File: config.mk
export PLATFORM = sky130hd
export DESIGN_NAME = pair_seq_gen_flat
export DESIGN_NICKNAME = d
export VERILOG_FILES = /design/src/rtl/pair_seq_gen_pkg.sv /design/src/rtl/pair_seq_gen_if.sv /design/src/rtl/pair_seq_gen_model.sv /design/src/rtl/pair_seq_gen.sv /design/src/flat_wrapper.sv
export SDC_FILE = /design/constraint.sdc
export NUM_CORES = 1
export LEC_CHECK = 0
export ABC_CLOCK_PERIOD_IN_PS = 3700
export CORE_MARGIN = 5
export CORE_UTILIZATION = 57
export CTS_BUF_LIST = sky130_fd_sc_hd__clkbuf_16
export DETAILED_ROUTE_END_ITERATION = 8
export PLACE_DENSITY = 0.84
export RECOVER_POWER = 25
export SLEW_MARGIN = 20
export SYNTH_ARGS = -nofsm -noshare
export SYNTH_HDL_FRONTEND = slang
export SYNTH_HIERARCHICAL = 1
export SYNTH_SLANG_ARGS = --single-unit
export TNS_END_PERCENT = 10
File: constraint.sdc
create_clock -name Clock -period 3.7 [get_ports Clock]
set_input_delay 0.37 -clock Clock [delete_from_list [all_inputs] [get_ports Clock]]
set_output_delay 0.37 -clock Clock [all_outputs]
set_load 0.005 [all_outputs]
File: src/rtl/pair_seq_gen_pkg.sv
// pair_seq_gen_pkg
// Shared types and constants for the pair_seq_gen stimulus generator:
// FSM state encoding, idle pair values, LFSR constants and step helpers.
// Optional feature macro used by the top: PAIR_SEQ_GEN_REF_MODEL_EN.

package pair_seq_gen_pkg;

    typedef enum logic [1:0] {
        S_IDLE = 2'd0,
        S_EQ   = 2'd1,
        S_NE   = 2'd2
    } state_t;

    // Idle pair is unequal so the downstream detector stays in its initial state.
    localparam logic W1_IDLE = 1'b0;
    localparam logic W2_IDLE = 1'b1;

    // x^4 + x^3 + 1, shift-left Fibonacci form: feedback = bit3 ^ bit2.
    localparam logic [3:0] LFSR_ZERO_SEED = 4'b1000;
    localparam logic [3:0] LFSR_TAP_MASK  = 4'b1100;

    function automatic logic [3:0] lfsr_step(input logic [3:0] s);
        return {s[2:0], ^(s & LFSR_TAP_MASK)};
    endfunction

    // The all-zero state would lock the LFSR, so it is swapped for a legal seed.
    function automatic logic [3:0] seed_fix(input logic [3:0] s);
        return (s == 4'd0) ? LFSR_ZERO_SEED : s;
    endfunction

endpackage

File: src/rtl/pair_seq_gen_if.sv
// pair_seq_gen_if
// Control/stimulus bundle of pair_seq_gen.
//   master: drives start, run_len, gap_len, reps, seed; observes the rest.
//   slave : the generator; drives w1, w2, ready, busy, done, z_exp, hits.
// Clock and Reset are not part of the bundle.

interface pair_seq_gen_if #(
    parameter int HIT_W = 8
);
    import pair_seq_gen_pkg::*;

    logic             start;
    logic [3:0]       run_len;
    logic [3:0]       gap_len;
    logic [3:0]       reps;
    logic [3:0]       seed;
    logic             w1;
    logic             w2;
    logic             ready;
    logic             busy;
    logic             done;
    logic             z_exp;
    logic [HIT_W-1:0] hits;

    modport master (
        output start, run_len, gap_len, reps, seed,
        input  w1, w2, ready, busy, done, z_exp, hits
    );

    modport slave (
        input  start, run_len, gap_len, reps, seed,
        output w1, w2, ready, busy, done, z_exp, hits
    );

endinterface

File: src/rtl/pair_seq_gen_model.sv
// eq_run_model
// Reference model of the equal-run detector. Counts consecutive cycles with
// w1 == w2 and flags (combinationally, Mealy style) every cycle that is the
// DET_RUN-th or later equal cycle of the current run.
// Ports: Clock, Reset (sync, active-high), w1, w2 in; z out.

module eq_run_model #(
    parameter int DET_RUN = 4
) (
    input  logic Clock,
    input  logic Reset,
    input  logic w1,
    input  logic w2,
    output logic z
);
    localparam int              CW  = $clog2(DET_RUN + 1);
    localparam logic [CW-1:0]   SAT = CW'(DET_RUN - 1);

    // run_q = equal cycles seen before the current one, saturating at DET_RUN-1.
    logic [CW-1:0] run_q;
    logic          eq;

    assign eq = (w1 == w2);

    always_ff @(posedge Clock) begin
        if (Reset || !eq) begin
            run_q <= '0;
        end else if (run_q != SAT) begin
            run_q <= run_q + CW'(1);
        end
    end

    assign z = eq && (run_q == SAT);

endmodule

File: src/rtl/pair_seq_gen.sv
// pair_seq_gen
// Stimulus generator for the equal-run detector: R repetitions of L equal
// pairs followed by G unequal pairs, data bit from a 4-bit LFSR.
// Ports: Clock, Reset (sync, active-high), bus (pair_seq_gen_if.slave).
// Macro PAIR_SEQ_GEN_REF_MODEL_EN builds the detector reference model that
// drives z_exp/hits; without it both are tied to 0.
//
// state  | meaning
// S_IDLE | idle pair 0/1, ready for start
// S_EQ   | emitting equal pairs (w2 = w1)
// S_NE   | emitting unequal pairs (w2 = ~w1)

module pair_seq_gen
    import pair_seq_gen_pkg::*;
#(
    parameter int DET_RUN = 4,
    parameter int HIT_W   = 8
) (
    input  logic          Clock,
    input  logic          Reset,
    pair_seq_gen_if.slave bus
);
    state_t     state;
    logic       w1_q, w2_q, ready_q, busy_q, done_q;
    logic [3:0] lfsr, lfsr_nx, seed_eff;
    logic [3:0] phase, rem, len_l, len_g;
    logic       empty;

    assign lfsr_nx  = lfsr_step(lfsr);
    assign seed_eff = seed_fix(bus.seed);
    assign empty    = (bus.reps == 4'd0) || (bus.run_len == 4'd0 && bus.gap_len == 4'd0);

    always_ff @(posedge Clock) begin
        if (Reset) begin
            state   <= S_IDLE;
            w1_q    <= W1_IDLE;
            w2_q    <= W2_IDLE;
            ready_q <= 1'b1;
            busy_q  <= 1'b0;
            done_q  <= 1'b0;
            lfsr    <= LFSR_ZERO_SEED;
            phase   <= 4'd0;
            rem     <= 4'd0;
            len_l   <= 4'd0;
            len_g   <= 4'd0;
        end else begin
            done_q <= 1'b0;
            case (state)
                S_IDLE: begin
                    if (bus.start) begin
                        len_l <= bus.run_len;
                        len_g <= bus.gap_len;
                        rem   <= bus.reps;
                        lfsr  <= seed_eff;
                        if (empty) begin
                            done_q <= 1'b1;
                        end else begin
                            ready_q <= 1'b0;
                            busy_q  <= 1'b1;
                            w1_q    <= seed_eff[0];
                            if (bus.run_len != 4'd0) begin
                                state <= S_EQ;
                                phase <= bus.run_len - 4'd1;
                                w2_q  <= seed_eff[0];
                            end else begin
                                state <= S_NE;
                                phase <= bus.gap_len - 4'd1;
                                w2_q  <= ~seed_eff[0];
                            end
                        end
                    end
                end
                S_EQ, S_NE: begin
                    lfsr <= lfsr_nx;
                    if (phase != 4'd0) begin
                        phase <= phase - 4'd1;
                        w1_q  <= lfsr_nx[0];
                        w2_q  <= (state == S_EQ) ? lfsr_nx[0] : ~lfsr_nx[0];
                    end else if (state == S_EQ && len_g != 4'd0) begin
                        state <= S_NE;
                        phase <= len_g - 4'd1;
                        w1_q  <= lfsr_nx[0];
                        w2_q  <= ~lfsr_nx[0];
                    end else if (rem > 4'd1) begin
                        // End of one repetition with more to go.
                        rem  <= rem - 4'd1;
                        w1_q <= lfsr_nx[0];
                        if (len_l != 4'd0) begin
                            state <= S_EQ;
                            phase <= len_l - 4'd1;
                            w2_q  <= lfsr_nx[0];
                        end else begin
                            state <= S_NE;
                            phase <= len_g - 4'd1;
                            w2_q  <= ~lfsr_nx[0];
                        end
                    end else begin
                        state   <= S_IDLE;
                        rem     <= 4'd0;
                        w1_q    <= W1_IDLE;
                        w2_q    <= W2_IDLE;
                        ready_q <= 1'b1;
                        busy_q  <= 1'b0;
                        done_q  <= 1'b1;
                    end
                end
                default: begin
                    state   <= S_IDLE;
                    w1_q    <= W1_IDLE;
                    w2_q    <= W2_IDLE;
                    ready_q <= 1'b1;
                    busy_q  <= 1'b0;
                end
            endcase
        end
    end

    assign bus.w1    = w1_q;
    assign bus.w2    = w2_q;
    assign bus.ready = ready_q;
    assign bus.busy  = busy_q;
    assign bus.done  = done_q;

`ifdef PAIR_SEQ_GEN_REF_MODEL_EN
    logic             z_w;
    logic [HIT_W-1:0] hits_q;

    eq_run_model #(
        .DET_RUN (DET_RUN)
    ) u_model (
        .Clock (Clock),
        .Reset (Reset),
        .w1    (w1_q),
        .w2    (w2_q),
        .z     (z_w)
    );

    // Idle pair is unequal, so z_w is 0 whenever the clear-on-start applies.
    always_ff @(posedge Clock) begin
        if (Reset) begin
            hits_q <= '0;
        end else if (state == S_IDLE && bus.start) begin
            hits_q <= '0;
        end else if (z_w && hits_q != '1) begin
            hits_q <= hits_q + HIT_W'(1);
        end
    end

    assign bus.z_exp = z_w;
    assign bus.hits  = hits_q;
`else
    assign bus.z_exp = 1'b0;
    assign bus.hits  = '0;
`endif

endmodule

File: src/flat_wrapper.sv
// flat-port wrapper written by rule: the top's interface ports become plain ports
module pair_seq_gen_flat import pair_seq_gen_pkg::*;
#(
    parameter int DET_RUN = 4,
    parameter int HIT_W   = 8
)
  (Clock, Reset, bus_start, bus_run_len, bus_gap_len, bus_reps, bus_seed, bus_w1, bus_w2, bus_ready, bus_busy, bus_done, bus_z_exp, bus_hits);
  pair_seq_gen_if #(.HIT_W(HIT_W)) bus_i ();
  input  logic Clock;
  input  logic Reset;
  input wire logic [$bits(bus_i.start)-1:0] bus_start;
  input wire logic [$bits(bus_i.run_len)-1:0] bus_run_len;
  input wire logic [$bits(bus_i.gap_len)-1:0] bus_gap_len;
  input wire logic [$bits(bus_i.reps)-1:0] bus_reps;
  input wire logic [$bits(bus_i.seed)-1:0] bus_seed;
  output wire logic [$bits(bus_i.w1)-1:0] bus_w1;
  output wire logic [$bits(bus_i.w2)-1:0] bus_w2;
  output wire logic [$bits(bus_i.ready)-1:0] bus_ready;
  output wire logic [$bits(bus_i.busy)-1:0] bus_busy;
  output wire logic [$bits(bus_i.done)-1:0] bus_done;
  output wire logic [$bits(bus_i.z_exp)-1:0] bus_z_exp;
  output wire logic [$bits(bus_i.hits)-1:0] bus_hits;
  assign bus_i.start = bus_start;
  assign bus_i.run_len = bus_run_len;
  assign bus_i.gap_len = bus_gap_len;
  assign bus_i.reps = bus_reps;
  assign bus_i.seed = bus_seed;
  assign bus_w1 = bus_i.w1;
  assign bus_w2 = bus_i.w2;
  assign bus_ready = bus_i.ready;
  assign bus_busy = bus_i.busy;
  assign bus_done = bus_i.done;
  assign bus_z_exp = bus_i.z_exp;
  assign bus_hits = bus_i.hits;
  pair_seq_gen #(.DET_RUN(DET_RUN), .HIT_W(HIT_W)) u_core (.Clock(Clock), .Reset(Reset), .bus(bus_i));
endmodule
==> metrics.txt, run 1 <==
# TYPE chip_impl_metric gauge
chip_impl_metric{name="async_sr_flop_fraction",unit=""} 0
chip_impl_metric{name="fp-row-count",unit=""} 20
chip_impl_metric{name="cts.sink_count",unit=""} 27
chip_impl_metric{name="area_growth",unit="%"} 15.21
chip_impl_metric{name="fill_cell_count",unit=""} 284
chip_impl_metric{name="cts-resized-gates",unit=""} 0
chip_impl_metric{name="wire_length_of_the_first_global_routing_pass",unit="um"} 7293
chip_impl_metric{name="cellLeakagePower",unit="uW"} 0.0008316
chip_impl_metric{name="n_antenna_cell",unit=""} 0
chip_impl_metric{name="die_height",unit="um"} 67.12
chip_impl_info{name="worstReg2RegEnd",value="u_core/bus.w1$_SDFFE_PP0P_"} 1
chip_impl_metric{name="setup_tns",unit="ns"} 0
chip_impl_metric{name="detail_routed_via_count_per_cell",unit=""} 5.870
chip_impl_metric{name="wirelength",unit="um"} 4266
chip_impl_metric{name="final-hold-violation-count",unit=""} 0
chip_impl_metric{name="synthCells",unit=""} 242
chip_impl_info{name="kind_of_start_point_of_the_critical_path",value="flip-flop"} 1
chip_impl_metric{name="clk_transition_reported_paths",unit="ns"} 0.06
chip_impl_metric{name="timing.critical_path.buf_inv",unit=""} 2
chip_impl_info{name="root_buffer",value="sky130_fd_sc_hd__clkbuf_16"} 1
chip_impl_metric{name="power_density",unit="mW/mm^2"} 807.8
chip_impl_info{name="worstSetupStartpoint",value="u_core/state[0]$_SDFFE_PP0P_"} 1
chip_impl_metric{name="num_io_pins",unit=""} 33
chip_impl_info{name="tritoncts",value="done"} 1
chip_impl_info{name="worstPathCellList",value="inv_1 > ha_1 > clkinv_1 > a211o_1 > a211oi_1 > a21oi_1 > nor2_1"} 1
chip_impl_metric{name="layout-drive-gt1-share",unit=""} 0.04280
chip_impl_metric{name="worstSetupPathDepth",unit=""} 7
chip_impl_metric{name="post_synth.cell_area_avg",unit="um^2"} 7.683
chip_impl_metric{name="worst_slew_margin_rel",unit=""} 0.3205
chip_impl_metric{name="end_of_flow_core_utilization",unit=""} 0.6903
chip_impl_metric{name="core_region",unit="mm^2"} 0.003103
chip_impl_metric{name="worst_r2r_path_depth",unit=""} 7
chip_impl_metric{name="worst_slack",unit="ns"} 1.288
chip_impl_metric{name="cts_hold_buffers",unit=""} 0
chip_impl_metric{name="global_route_congestion_overflow_total",unit=""} 0
chip_impl_metric{name="slew_viol_final",unit=""} 0
chip_impl_info{name="critical-path-slowest-cell",value="sky130_fd_sc_hd__ha_1"} 1
chip_impl_metric{name="min_period_over_period",unit=""} 0.6518
chip_impl_metric{name="final-seq-area",unit="um^2"} 540.5
chip_impl_info{name="cp-end-kind",value="flip-flop"} 1
chip_impl_metric{name="synthesis.area",unit="mm^2"} 0.001859
chip_impl_metric{name="vdd_ir_drop_max",unit="mV"} 0.5615
chip_impl_metric{name="fin_crit",unit="ns"} 2.412
chip_impl_metric{name="pre_cts_ws",unit="ns"} 1.286
chip_impl_metric{name="max_clock_freq",unit="MHz"} 414.6
chip_impl_metric{name="yosysSeqAreaShare",unit=""} 0.2907
chip_impl_metric{name="synth-edff-count",unit=""} 0
chip_impl_metric{name="post-cts-setup-buffers",unit=""} 0
chip_impl_metric{name="distinct_cell_type_count_after_synthesis",unit=""} 55
chip_impl_metric{name="reg2reg_slack",unit="ns"} 1.29
chip_impl_metric{name="max_slew.worst_pin.slew",unit="ns"} 1.016
chip_impl_metric{name="via_count",unit=""} 1767
chip_impl_metric{name="finalSetupViolations",unit=""} 0
chip_impl_metric{name="largest_net_degree_at_the_start_of_global_routing",unit=""} 28
chip_impl_info{name="critPathTopFamily",value="adder cells"} 1
chip_impl_metric{name="drt_drc_violations_left",unit=""} 0
chip_impl_metric{name="avgRoutedWirePerCell",unit="um"} 14.17
chip_impl_metric{name="detailedPlacementHpwl",unit="um"} 3153
chip_impl_metric{name="cts.htree.levels",unit=""} 1
chip_impl_metric{name="clkLatencyLatePin",unit="ns"} 0.26
chip_impl_metric{name="crit_fanout",unit=""} 24
chip_impl_metric{name="numPortBuffers",unit=""} 23
chip_impl_metric{name="total_die_area",unit="mm^2"} 0.004504
chip_impl_metric{name="antenna_found_initial",unit=""} 0
chip_impl_metric{name="detailedRoute.firstPassIterationCount",unit=""} 4
chip_impl_metric{name="yosys_register_bits",unit=""} 27
chip_impl_info{name="r2r_start",value="u_core/state[0]$_SDFFE_PP0P_"} 1
chip_impl_metric{name="multi_input_comb_area",unit="mm^2"} 0.001181
chip_impl_metric{name="cap_violations",unit=""} 0
chip_impl_metric{name="grtUsageTotal",unit=""} 0.2088
chip_impl_metric{name="die_width",unit="um"} 67.12
chip_impl_metric{name="synth.yosys.warnings",unit=""} 6
chip_impl_info{name="critical_path.endpoint",value="u_core/bus.w1$_SDFFE_PP0P_"} 1
chip_impl_metric{name="nNetsFinal",unit=""} 286
chip_impl_info{name="status",value="complete, no violations"} 1
chip_impl_metric{name="place.gp.congestion",unit=""} 0.9208
chip_impl_metric{name="post_route_ant_nets",unit=""} 0
chip_impl_info{name="hold_path_class",value="reg -> reg"} 1
chip_impl_metric{name="cp_slowest_stage_delay",unit="ns"} 0.75
chip_impl_metric{name="worst_clock_skew",unit="ns"} 0.001267
chip_impl_metric{name="drt_iter0_drc",unit=""} 136
chip_impl_metric{name="first_global_vias",unit=""} 1549
chip_impl_metric{name="initial_standard_cell_utilization_of_the_core",unit=""} 0.5992
chip_impl_metric{name="worst_path_arrival",unit="ns"} 2.60
chip_impl_metric{name="critPathRequiredTime",unit="ns"} 3.89
chip_impl_info{name="criticalPathCategory",value="reg -> reg"} 1
chip_impl_metric{name="cts_made_buffers",unit=""} 3
chip_impl_info{name="grt_setup_unrepaired",value="false"} 1
chip_impl_info{name="synth-main-ff-cell",value="sky130_fd_sc_hd__dfxtp_1"} 1
chip_impl_metric{name="ctsLongestPathBuffers",unit=""} 2
==> state kept, by name (all words and copies together) (netlist names) <==
| register | flops |
|---|---|
| u_core/bus.busy | 1 |
| u_core/len_g | 4 |
| u_core/state | 2 |
| u_core/bus.w1 | 1 |
| u_core/lfsr | 4 |
| u_core/rem | 4 |
| u_core/phase | 4 |
| u_core/bus.done | 1 |
| u_core/bus.w2 | 1 |
| u_core/bus.ready | 1 |
| u_core/len_l | 4 |
==> metrics by stage <==
stage	hold slack [ns]	total power, uW	instances	cell area (um^2)
final	0.4739	1730	301	2142
after global routing	0.4938	1899	301	2142
after CTS	0.4725	1733	301	2142
after detailed placement	0.4637	1477	297	2063
after global placement	0.4617	1467	297	2063
after floorplan	0.4454	1265	250	1889
==> worst min-delay path by stage <==
stage / startpoint / end / slack (ns) / depth (start not counted)
2_1_floorplan: u_core/len_l[1]$_SDFFE_PP0P_ / u_core/len_l[1]$_SDFFE_PP0P_ / 0.45 / 2
3_3_place_gp: u_core/state[1]$_SDFFE_PP0P_ / u_core/state[1]$_SDFFE_PP0P_ / 0.46 / 2
3_5_place_dp: u_core/len_g[1]$_SDFFE_PP0P_ / u_core/len_g[1]$_SDFFE_PP0P_ / 0.46 / 2
4_1_cts: u_core/len_g[1]$_SDFFE_PP0P_ / u_core/len_g[1]$_SDFFE_PP0P_ / 0.47 / 2
5_1_grt: u_core/len_g[1]$_SDFFE_PP0P_ / u_core/len_g[1]$_SDFFE_PP0P_ / 0.49 / 2
6_report: u_core/len_g[1]$_SDFFE_PP0P_ / u_core/len_g[1]$_SDFFE_PP0P_ / 0.47 / 2
==> cells by family (layout without fill, tap and decap cells) <==
kind of cell / after synthesis / count (layout) / share of synthesized area
xor+xnor: 6 / 6 / 0.02826
fa+ha+maj: 9 / 9 / 0.06057
buf+inv: 35 / 42 / 0.09016
other cells: 1 / 9 / 0.002017
simple gates: 86 / 86 / 0.2315
mux: 7 / 7 / 0.03769
compound gates: 71 / 71 / 0.2591
flops: 27 / 27 / 0.2907
==> cells in the mapped netlist (all sizes together) (8+ instances only) <==
cell type / instances / area share
dfxtp: 27 / 0.29
nor2: 27 / 0.055
a21oi: 23 / 0.068
nand2: 21 / 0.042
inv: 14 / 0.028
buf: 13 / 0.045
nand3: 12 / 0.032
o21ai: 12 / 0.032
a211oi: 9 / 0.039
ha: 9 / 0.061
nor3: 8 / 0.022
==> per-layer routing <==
| metal | GRT usage | up-vias | wire (um) |
|---|---|---|---|
| li1 | - | 891 | - |
| met1 | 0.3038 | 810 | 2078 |
| met2 | 0.3104 | 61 | 1888 |
| met3 | 0.02530 | 5 | 245 |
| met4 | 0.08101 | 0 | 53 |
| met5 | 0 | - | 0 |
==> layout by cell type, fill, tap and decap left out, drive strengths merged, types with 2 or more instances in the layout <==
| cell type | synthesis | layout |
|---|---|---|
| or3 | 3 | 3 |
| o21bai | 3 | 3 |
| a21oi | 23 | 23 |
| nor2 | 27 | 27 |
| a31oi | 5 | 5 |
| clkdlybuf4s50 | 0 | 18 |
| xnor2 | 4 | 4 |
| dfxtp | 27 | 27 |
| nor3b | 3 | 3 |
| nor3 | 8 | 8 |
| o221ai | 2 | 2 |
| or3b | 2 | 2 |
| xor2 | 2 | 2 |
| nand3 | 12 | 12 |
| o21a | 3 | 3 |
| nor4 | 2 | 2 |
| nor4b | 2 | 2 |
| a2bb2oi | 2 | 2 |
| clkbuf | 7 | 3 |
| inv | 14 | 15 |
| dlygate4sd3 | 0 | 5 |
| ha | 9 | 9 |
| nand2 | 21 | 21 |
| conb | 1 | 9 |
| mux2i | 7 | 7 |
| a211oi | 9 | 9 |
| o21ai | 12 | 12 |
| a22oi | 3 | 3 |
==> layout make-up <==
cell class | instances | share of cell area
clock buffer | 3 | 0.03505
clock inverter | 1 | 0.001752
inverter | 15 | 0.02629
multi-input combinational | 188 | 0.5514
sequential | 27 | 0.2523
tap | 44 | 0.02570
timing repair buffer | 23 | 0.1075
==> power by group <==
group / switching, uW / internal (uW) / total [uW]
combinational: 592 / 424 / 1020
clock: 99.8 / 145 / 245
sequential: 80.6 / 390 / 470
==> worst min-delay path, delay by kind of cell (launching register included) <==
kind	cells	cell delay, ns
DFF	1	0.32
and+or+nand+nor	1	0.06
AOI/OAI and AO/OA	1	0.05
Note: power is estimated with default switching activity, not from simulation.
==> run 2: changes to the inputs <==
- ABC_CLOCK_PERIOD_IN_PS: 3700 -> 2300
- CORE_UTILIZATION: 57 -> 53
- PLACE_DENSITY: 0.84 -> 0.79
- clock period: 3.7 -> 2.3 ns (I/O delays scaled with it)
==> run 2 against run 1 <==
  * Sequential power rose by 60%
  * Critical path depth rose by 1
  * Power rose by 65%
==> metrics.txt, run 2 (same netlist as run 1, synthesis figures left out) <==
# TYPE chip_impl_metric gauge
chip_impl_metric{name="largest_net_degree_at_the_start_of_global_routing",unit=""} 28
chip_impl_metric{name="cts_made_buffers",unit=""} 3
chip_impl_metric{name="sw_frac_of_total",unit=""} 0.4398
chip_impl_metric{name="max_slew.worst_pin.slew",unit="ns"} 0.5717
chip_impl_metric{name="pre_cts_ws",unit="ns"} 0.07544
chip_impl_metric{name="cts-resized-gates",unit=""} 0
chip_impl_metric{name="cts_hold_buffers",unit=""} 0
chip_impl_metric{name="seq_power_share",unit=""} 0.263
chip_impl_metric{name="max_clock_freq",unit="MHz"} 465.1
chip_impl_metric{name="drt_drc_violations_left",unit=""} 0
chip_impl_info{name="layout.cells.most_common_list",value="sky130_fd_sc_hd__nor2_1, sky130_fd_sc_hd__dfxtp_1, sky130_fd_sc_hd__a21oi_1"} 1
chip_impl_metric{name="finalSetupViolations",unit=""} 0
chip_impl_metric{name="n_antenna_cell",unit=""} 0
chip_impl_metric{name="layout-drive-gt1-share",unit=""} 0.07865
chip_impl_metric{name="power_frac_clock",unit=""} 0.138
chip_impl_metric{name="cts.htree.levels",unit=""} 1
chip_impl_info{name="r2r_start",value="u_core/len_g[0]$_SDFFE_PP0P_"} 1
chip_impl_metric{name="drt_iter0_drc",unit=""} 55
chip_impl_metric{name="total_die_area",unit="mm^2"} 0.004793
chip_impl_info{name="hold_path_class",value="reg -> reg"} 1
chip_impl_metric{name="fill_cell_count",unit=""} 335
chip_impl_info{name="cp-end-kind",value="flip-flop"} 1
chip_impl_metric{name="power_density",unit="mW/mm^2"} 1290
chip_impl_metric{name="core_region",unit="mm^2"} 0.003363
chip_impl_metric{name="cellLeakagePower",unit="uW"} 0.0008755
chip_impl_metric{name="detailedPlacementHpwl",unit="um"} 3460
chip_impl_metric{name="detail_routed_via_count_per_cell",unit=""} 5.588
chip_impl_metric{name="global_route_congestion_overflow_total",unit=""} 0
chip_impl_metric{name="worst_clock_skew",unit="ns"} 0.001964
chip_impl_metric{name="wirelength",unit="um"} 4398
chip_impl_info{name="tritoncts",value="done"} 1
chip_impl_info{name="status",value="complete, no violations"} 1
chip_impl_metric{name="num_io_pins",unit=""} 33
chip_impl_metric{name="antenna_found_initial",unit=""} 0
chip_impl_metric{name="numPortBuffers",unit=""} 23
chip_impl_metric{name="worst_path_arrival",unit="ns"} 2.34
chip_impl_metric{name="min_period_over_period",unit=""} 0.9348
chip_impl_metric{name="slew_viol_final",unit=""} 0
chip_impl_metric{name="crit_fanout",unit=""} 8
chip_impl_metric{name="post-cts-setup-buffers",unit=""} 0
chip_impl_metric{name="avgRoutedWirePerCell",unit="um"} 14.05
chip_impl_info{name="kind_of_start_point_of_the_critical_path",value="flip-flop"} 1
chip_impl_metric{name="critPathRequiredTime",unit="ns"} 2.49
chip_impl_metric{name="die_height",unit="um"} 69.23
chip_impl_metric{name="cap_violations",unit=""} 0
chip_impl_metric{name="initial_standard_cell_utilization_of_the_core",unit=""} 0.5528
chip_impl_metric{name="wire_length_of_the_first_global_routing_pass",unit="um"} 7341
chip_impl_metric{name="place.gp.congestion",unit=""} 0.8973
chip_impl_metric{name="timing.hold.ws",unit="ns"} 0.4727
chip_impl_info{name="criticalPathCategory",value="reg -> reg"} 1
chip_impl_metric{name="cell_internal_pwr",unit="uW"} 1603
chip_impl_info{name="grt_setup_unrepaired",value="false"} 1
chip_impl_metric{name="detailedRoute.firstPassIterationCount",unit=""} 4
chip_impl_metric{name="area_growth",unit="%"} 19.25
chip_impl_metric{name="post_route_ant_nets",unit=""} 0
chip_impl_metric{name="worst_r2r_path_depth",unit=""} 8
chip_impl_metric{name="clkLatencyLatePin",unit="ns"} 0.26
chip_impl_info{name="worstReg2RegEnd",value="u_core/phase[3]$_SDFFE_PP0P_"} 1
chip_impl_info{name="worstHoldEndpoint",value="u_core/len_g[0]$_SDFFE_PP0P_"} 1
chip_impl_metric{name="grtUsageTotal",unit=""} 0.1840
chip_impl_metric{name="cts.sink_count",unit=""} 27
chip_impl_metric{name="die_width",unit="um"} 69.23
chip_impl_metric{name="number_of_instances_on_the_worst_hold_path",unit=""} 2
chip_impl_metric{name="fp-row-count",unit=""} 21
chip_impl_metric{name="worst_slack",unit="ns"} 0.1500
chip_impl_metric{name="ctsLongestPathBuffers",unit=""} 2
chip_impl_metric{name="clk_transition_reported_paths",unit="ns"} 0.07
chip_impl_info{name="timing.hold.worst.start",value="u_core/len_g[0]$_SDFFE_PP0P_"} 1
chip_impl_metric{name="reg2reg_slack",unit="ns"} 0.15
chip_impl_metric{name="net-switching-power",unit="uW"} 1258
chip_impl_metric{name="power.share.combinational",unit=""} 0.599
chip_impl_metric{name="first_global_vias",unit=""} 1609
chip_impl_metric{name="vdd_ir_drop_max",unit="mV"} 0.8620
chip_impl_metric{name="worst_slew_margin_rel",unit=""} 0.6189
chip_impl_metric{name="final-hold-violation-count",unit=""} 0
chip_impl_metric{name="via_count",unit=""} 1749
chip_impl_metric{name="setup_tns",unit="ns"} 0
chip_impl_metric{name="fin_crit",unit="ns"} 2.150
chip_impl_info{name="root_buffer",value="sky130_fd_sc_hd__clkbuf_16"} 1
chip_impl_metric{name="nNetsFinal",unit=""} 296
run 2: changes by cell type in the layout (fill, tap and decap cells not counted), sizes merged:
cell,before,now
clkinv,1,2
clkbuf,3,4
buf,0,9
inv,15,14
run 2: cell type report:
| cell class | instances | area (um^2) | share of cell area |
|---|---|---|---|
| Clock inverter | 1 | 5.005 | 0.002257 |
| Clock buffer | 3 | 75.07 | 0.03386 |
| Inverter | 15 | 56.30 | 0.02539 |
| Multi-Input combinational cell | 188 | 1181 | 0.5327 |
| Tap cell | 46 | 57.56 | 0.02596 |
| Sequential cell | 27 | 540.5 | 0.2438 |
| Timing Repair Buffer | 33 | 301.5 | 0.1360 |
run 2: stage by stage:
stage | total power [uW] | cell area, um^2 | util | cells
4_1_cts | 2897 | 2221 | 0.6603 | 313
6_report | 2861 | 2217 | 0.6592 | 313
2_1_floorplan | 2036 | 1889 | - | 250
3_3_place_gp | 2449 | 2141 | 0.6365 | 309
3_5_place_dp | 2489 | 2141 | 0.6365 | 309
5_1_grt | 3130 | 2217 | 0.6592 | 313
run 2: how the worst max path moves through the flow:
stage	from	end	slack, ns	cells after the start
2_1_floorplan	u_core/len_g[0]$_SDFFE_PP0P_	u_core/phase[3]$_SDFFE_PP0P_	0.37	8
3_3_place_gp	bus_run_len[1]	u_core/phase[3]$_SDFFE_PP0P_	0.13	7
3_5_place_dp	bus_run_len[1]	u_core/phase[3]$_SDFFE_PP0P_	0.08	7
4_1_cts	u_core/len_g[0]$_SDFFE_PP0P_	u_core/phase[3]$_SDFFE_PP0P_	0.16	8
5_1_grt	u_core/len_g[0]$_SDFFE_PP0P_	u_core/phase[1]$_SDFFE_PP0P_	0.01	7
6_report	u_core/len_g[0]$_SDFFE_PP0P_	u_core/phase[3]$_SDFFE_PP0P_	0.15	8
run 2: power groups by stage:
stage                     Combinational (uW)  Sequential, uW  Clock, uW
after floorplan                         1300             737          0
after global placement                  1690             757          0
after detailed placement                1720             766          0
after CTS                               1730             755        409
after global routing                    1920             775        433
final                                   1710             753        394
run 2: layer usage:
metal	share of wire	global-route usage
met3	0.050	0.02754
met2	0.48	0.3167
met1	0.46	0.2363
met4	0.010	0.05423
met5	0	0
run 2: critical path, cell delays in order, from the launching register on:
cell and delay (ns):
sky130_fd_sc_hd__dfxtp_1 0.32, sky130_fd_sc_hd__inv_1 0.08, sky130_fd_sc_hd__ha_1 0.26, sky130_fd_sc_hd__or3b_4 0.45, sky130_fd_sc_hd__a21oi_4 0.22, sky130_fd_sc_hd__nand3_1 0.13, sky130_fd_sc_hd__nor3b_4 0.21, sky130_fd_sc_hd__and3_1 0.21
sky130_fd_sc_hd__a211oi_2 0.19
==> edit 1, RTL diff (config.mk and constraints of run 1) <==
`HIT_W` is set to 8 in 3 places; all go to 10.
--- a/src/rtl/pair_seq_gen_if.sv
+++ b/src/rtl/pair_seq_gen_if.sv
@@ -5,7 +5,7 @@
 // Clock and Reset are not part of the bundle.
 
 interface pair_seq_gen_if #(
-    parameter int HIT_W = 8
+    parameter int HIT_W = 10
 );
     import pair_seq_gen_pkg::*;
 
--- a/src/rtl/pair_seq_gen.sv
+++ b/src/rtl/pair_seq_gen.sv
@@ -14,7 +14,7 @@
     import pair_seq_gen_pkg::*;
 #(
     parameter int DET_RUN = 4,
-    parameter int HIT_W   = 8
+    parameter int HIT_W   = 10
 ) (
     input  logic          Clock,
     input  logic          Reset,
--- a/src/flat_wrapper.sv
+++ b/src/flat_wrapper.sv
@@ -2,7 +2,7 @@
 module pair_seq_gen_flat import pair_seq_gen_pkg::*;
 #(
     parameter int DET_RUN = 4,
-    parameter int HIT_W   = 8
+    parameter int HIT_W   = 10
 )
   (Clock, Reset, bus_start, bus_run_len, bus_gap_len, bus_reps, bus_seed, bus_w1, bus_w2, bus_ready, bus_busy, bus_done, bus_z_exp, bus_hits);
   pair_seq_gen_if #(.HIT_W(HIT_W)) bus_i ();
Ports: changed (resized bus_hits); port bits go from 33 to 35. The function was not compared with the original's and may differ.
==> edit 1 against run 1 <==
Final area grew 0.41%. Routed wire length grew 1.9%. Sequential cell count unchanged. Worst setup slack got worse by 0.0060 ns. Clock power grew 3%. Clock skew up 0.0051 ns. Global-route usage shrank 0.65 points. First-iteration DRC count grew 9.6%. Count of clock-buffer cells in the layout is the same. Critical path depth stayed put. Power rose by 1.6%. Maximum frequency decreased by 0.25%. Area after synthesis up 0.81%. Die area increased by 0.69%.
==> edit 1: results <==
[run_status]
status = "complete, no violations"

[hold_path]
whs_path_depth = 2
hold_path_class = "reg2reg"
holdCritStartpoint = "u_core/len_g[0]"
hold_path_end = "u_core/len_g[0]"

[worst_setup_path]
arrival_ns = 2.61
rr_startpoint = "u_core/state[1]"
setup.worst_path.start = "u_core/state[1]"

[global_route]
grt_pass1_wl_um = 7127
grt_use_total_pct = 20.23
grt_max_degree = 28
gr-usage-met1_pct = 30.73
met3_usage_pct = 2.662
grt_pass1_vias = 1516
antenna_found_initial = 0

[drt]
dr.pass1.iters = 5
viasPerCell = 5.987
dr_wl_met3_um = 315
met2_length_um = 1965
routed_wl_um = 4345
first_iter_violations = 149
post_drt_wl_per_cell_um = 14.34
wl_met1_um = 2042

[logic_synthesis]
synth_top_cells_by_area = "dfxtp_1 (29%), ha_1 (6.0%), a21oi_1 (5.9%), nor2_1 (5.4%), buf_4 (4.4%)"
syn_inst = 244
ys_seq_area_share_pct = 28.84

[sta]
holdWs_ns = 0.4872
skew_ns = 0.006406
max_slew_margin_pct = 31.04

[power]
leakagePower_nw = 0.8367
peakVddDrop_v = 0.0005085
switchingPower_mw = 0.7985

[finish]
final_net_count = 288
drive_gt1_share_pct = 4.633
num_antenna_cells = 0

[place]
place_hpwl_um = 3192
dpl-instance-area_sq_mm = 0.002071
routabilityCongestion = 0.8534
place_inst = 299
## edit 1: cell types whose count changed in the layout (fill, tap and decap cells not counted), sizes merged
cell	change
conb	+2
clkinv	+1
inv	-1
## edit 1: cell families after synthesis
group | count (synthesis) | share of synthesized area (%)
simple gates | 86 | 22.97
compound gates | 71 | 25.70
buf+inv | 37 | 9.746
flops | 27 | 28.84
fa+ha+maj | 9 | 6.008
mux | 7 | 3.738
xor+xnor | 6 | 2.804
other cells | 1 | 0.2001
## edit 1: power groups by stage
| stage | logic [mW] | clock network [mW] | registers (mW) |
|---|---|---|---|
| floorplan | 0.809 | 0 | 0.458 |
| global placement | 1.00 | 0 | 0.473 |
| detailed placement | 1.01 | 0 | 0.476 |
| CTS | 1.02 | 0.255 | 0.470 |
| global route | 1.15 | 0.270 | 0.483 |
| finish | 1.04 | 0.252 | 0.470 |
## edit 1: worst max path at each step
| stage | end | slack (ns) | cells past startpoint |
|---|---|---|---|
| after floorplan | u_core/phase[3] | 1.77 | 8 |
| after global placement | u_core/phase[3] | 1.34 | 7 |
| after detailed placement | u_core/phase[2] | 1.27 | 8 |
| after CTS | u_core/bus.w1 | 1.31 | 7 |
| after global routing | u_core/rem[2] | 1.08 | 6 |
| final | u_core/bus.w1 | 1.28 | 7 |
## edit 1: final cells by class
class | instances | area, sq um
Sequential cell | 27 | 540.5
Clock buffer | 3 | 75.07
Timing Repair Buffer | 23 | 230.2
Multi-Input combinational cell | 190 | 1189
Inverter | 15 | 56.30
Tap cell | 44 | 55.05
Clock inverter | 1 | 5.005
Fill cell | 292 | 952.2
## edit 1: worst max-delay path, stage by stage (launching register included)
cell	delay, ns
dfxtp_1	0.36
inv_1	0.07
ha_1	0.75
clkinv_1	0.44
a211o_1	0.37
a211oi_1	0.21
a21oi_1	0.06
nor2_1	0.08
==> edit 2, RTL diff (settings of run 1) <==
Without the edit above. Re-encode `state_t` (3 states) as one-hot, 3 bits wide.
--- a/src/rtl/pair_seq_gen_pkg.sv
+++ b/src/rtl/pair_seq_gen_pkg.sv
@@ -5,10 +5,10 @@
 
 package pair_seq_gen_pkg;
 
-    typedef enum logic [1:0] {
-        S_IDLE = 2'd0,
-        S_EQ   = 2'd1,
-        S_NE   = 2'd2
+    typedef enum logic [2:0] {
+        S_IDLE = 3'b001,
+        S_EQ   = 3'b010,
+        S_NE   = 3'b100
     } state_t;
 
     // Idle pair is unequal so the downstream detector stays in its initial state.
Behaviour: no difference found for any inputs over 10 cycles, from zero or initial values and one cycle with Reset high; not proved beyond that.
==> edit 2 against run 1 <==
Area after synthesis down 1.7%. Cell count decreased by 3.3%. Sequential cell count grew 1. Routed wire length up 4.2%. Worst setup slack got worse by 0.18 ns. Global-route usage decreased by 0.064 points. Final area decreased by 0.53%. Highest routed layer unchanged.
Power is not compared: it rests on default switching activity, and its combinational part moved more than twofold at a synthesized area within 25%.
==> edit 2: results <==
[run_status]
status = "complete, no violations"

[finish]
drive_gt1_share_pct = 5.263
num-fill-cells = 271
final_net_count = 273

[drt]
via_count = 1711
routed_wl_um = 4445
dr.pass1.iters = 6

[worst_setup_path]
cp_top_family = "compound AO/OA/AOI/OAI gates"
rr_endpoint = "u_core/phase[3]"
crit_fanout = 7
reg2reg_slack_ns = 1.16
slowest_delay_ns = 0.72
setup.worst_path.start = "bus_run_len[1]"
arrival_ns = 2.75
reg2reg_depth = 5
cpMaxStageDelayCell = "nor4_1"
rr_startpoint = "u_core/state[0]"
crit_path_end = "u_core/phase[0]"

[global_route]
grt_pass1_vias = 1577
grt_max_degree = 30

[place]
routabilityCongestion = 0.8688

[hold_path]
hold_path_end = "u_core/bus.w1"
holdCritStartpoint = "u_core/bus.w1"

[logic_synthesis]
ys_seq_area_share_pct = 30.68
ys_top_cells_by_count = "nand2_1 (31), dfxtp_1 (28), a21oi_1 (22)"
## edit 2: changes by cell type in the layout (fill, tap and decap cells not counted), sizes merged, moves of 4 or more
cell    before  now
o21ai       12    6
o31ai        1    5
nor2        27   19
a211oi       9    5
mux2i        7    3
nand2       21   31
nand3       12    2
a221oi       0    4
a31oi        5    1
## edit 2: cells by family (layout without fill, tap and decap cells)
kind of cell | after synthesis | after routing | synth area share, %
AOI/OAI and AO/OA | 65 | 65 | 25.76
muxes | 3 | 3 | 1.644
other | 1 | 9 | 0.2053
adders and majority gates | 6 | 6 | 4.109
xor gates and xnor gates | 9 | 9 | 4.315
buffers and inverters | 30 | 39 | 8.218
and+or+nand+nor | 88 | 88 | 25.07
DFF | 28 | 28 | 30.69
## edit 2: per-layer routing
metal	track usage, %	vias up	wire length (um)
li1	-	851	-
met4	7.107	0	95
met3	2.698	12	277
met5	0	-	0
met2	35.27	67	2134
met1	26.92	781	1938
## edit 2: layout make-up
cell class              instances  area share [%]
clock buffers                   3           3.523
inverters                      12           2.114
multi-input cells             180           53.26
clock inverters                 1           1.409
flip-flops and latches         28           26.31
repair buffers                 23           10.80
well taps                      44           2.584
## edit 2: metrics by stage
| stage | cells | area (sq um) | utilization, % | power (mW) | setup slack, ns |
|---|---|---|---|---|---|
| after floorplan | 238 | 1857 | - | 0.6271 | 1.791 |
| after global placement | 287 | 2037 | 66.72 | 0.7131 | 1.328 |
| after detailed placement | 287 | 2037 | 66.72 | 0.7178 | 1.233 |
| after CTS | 291 | 2142 | 70.16 | 1.039 | 1.371 |
| after global routing | 291 | 2131 | 69.80 | 1.094 | 0.8818 |
| final | 291 | 2131 | 69.80 | 1.034 | 1.109 |
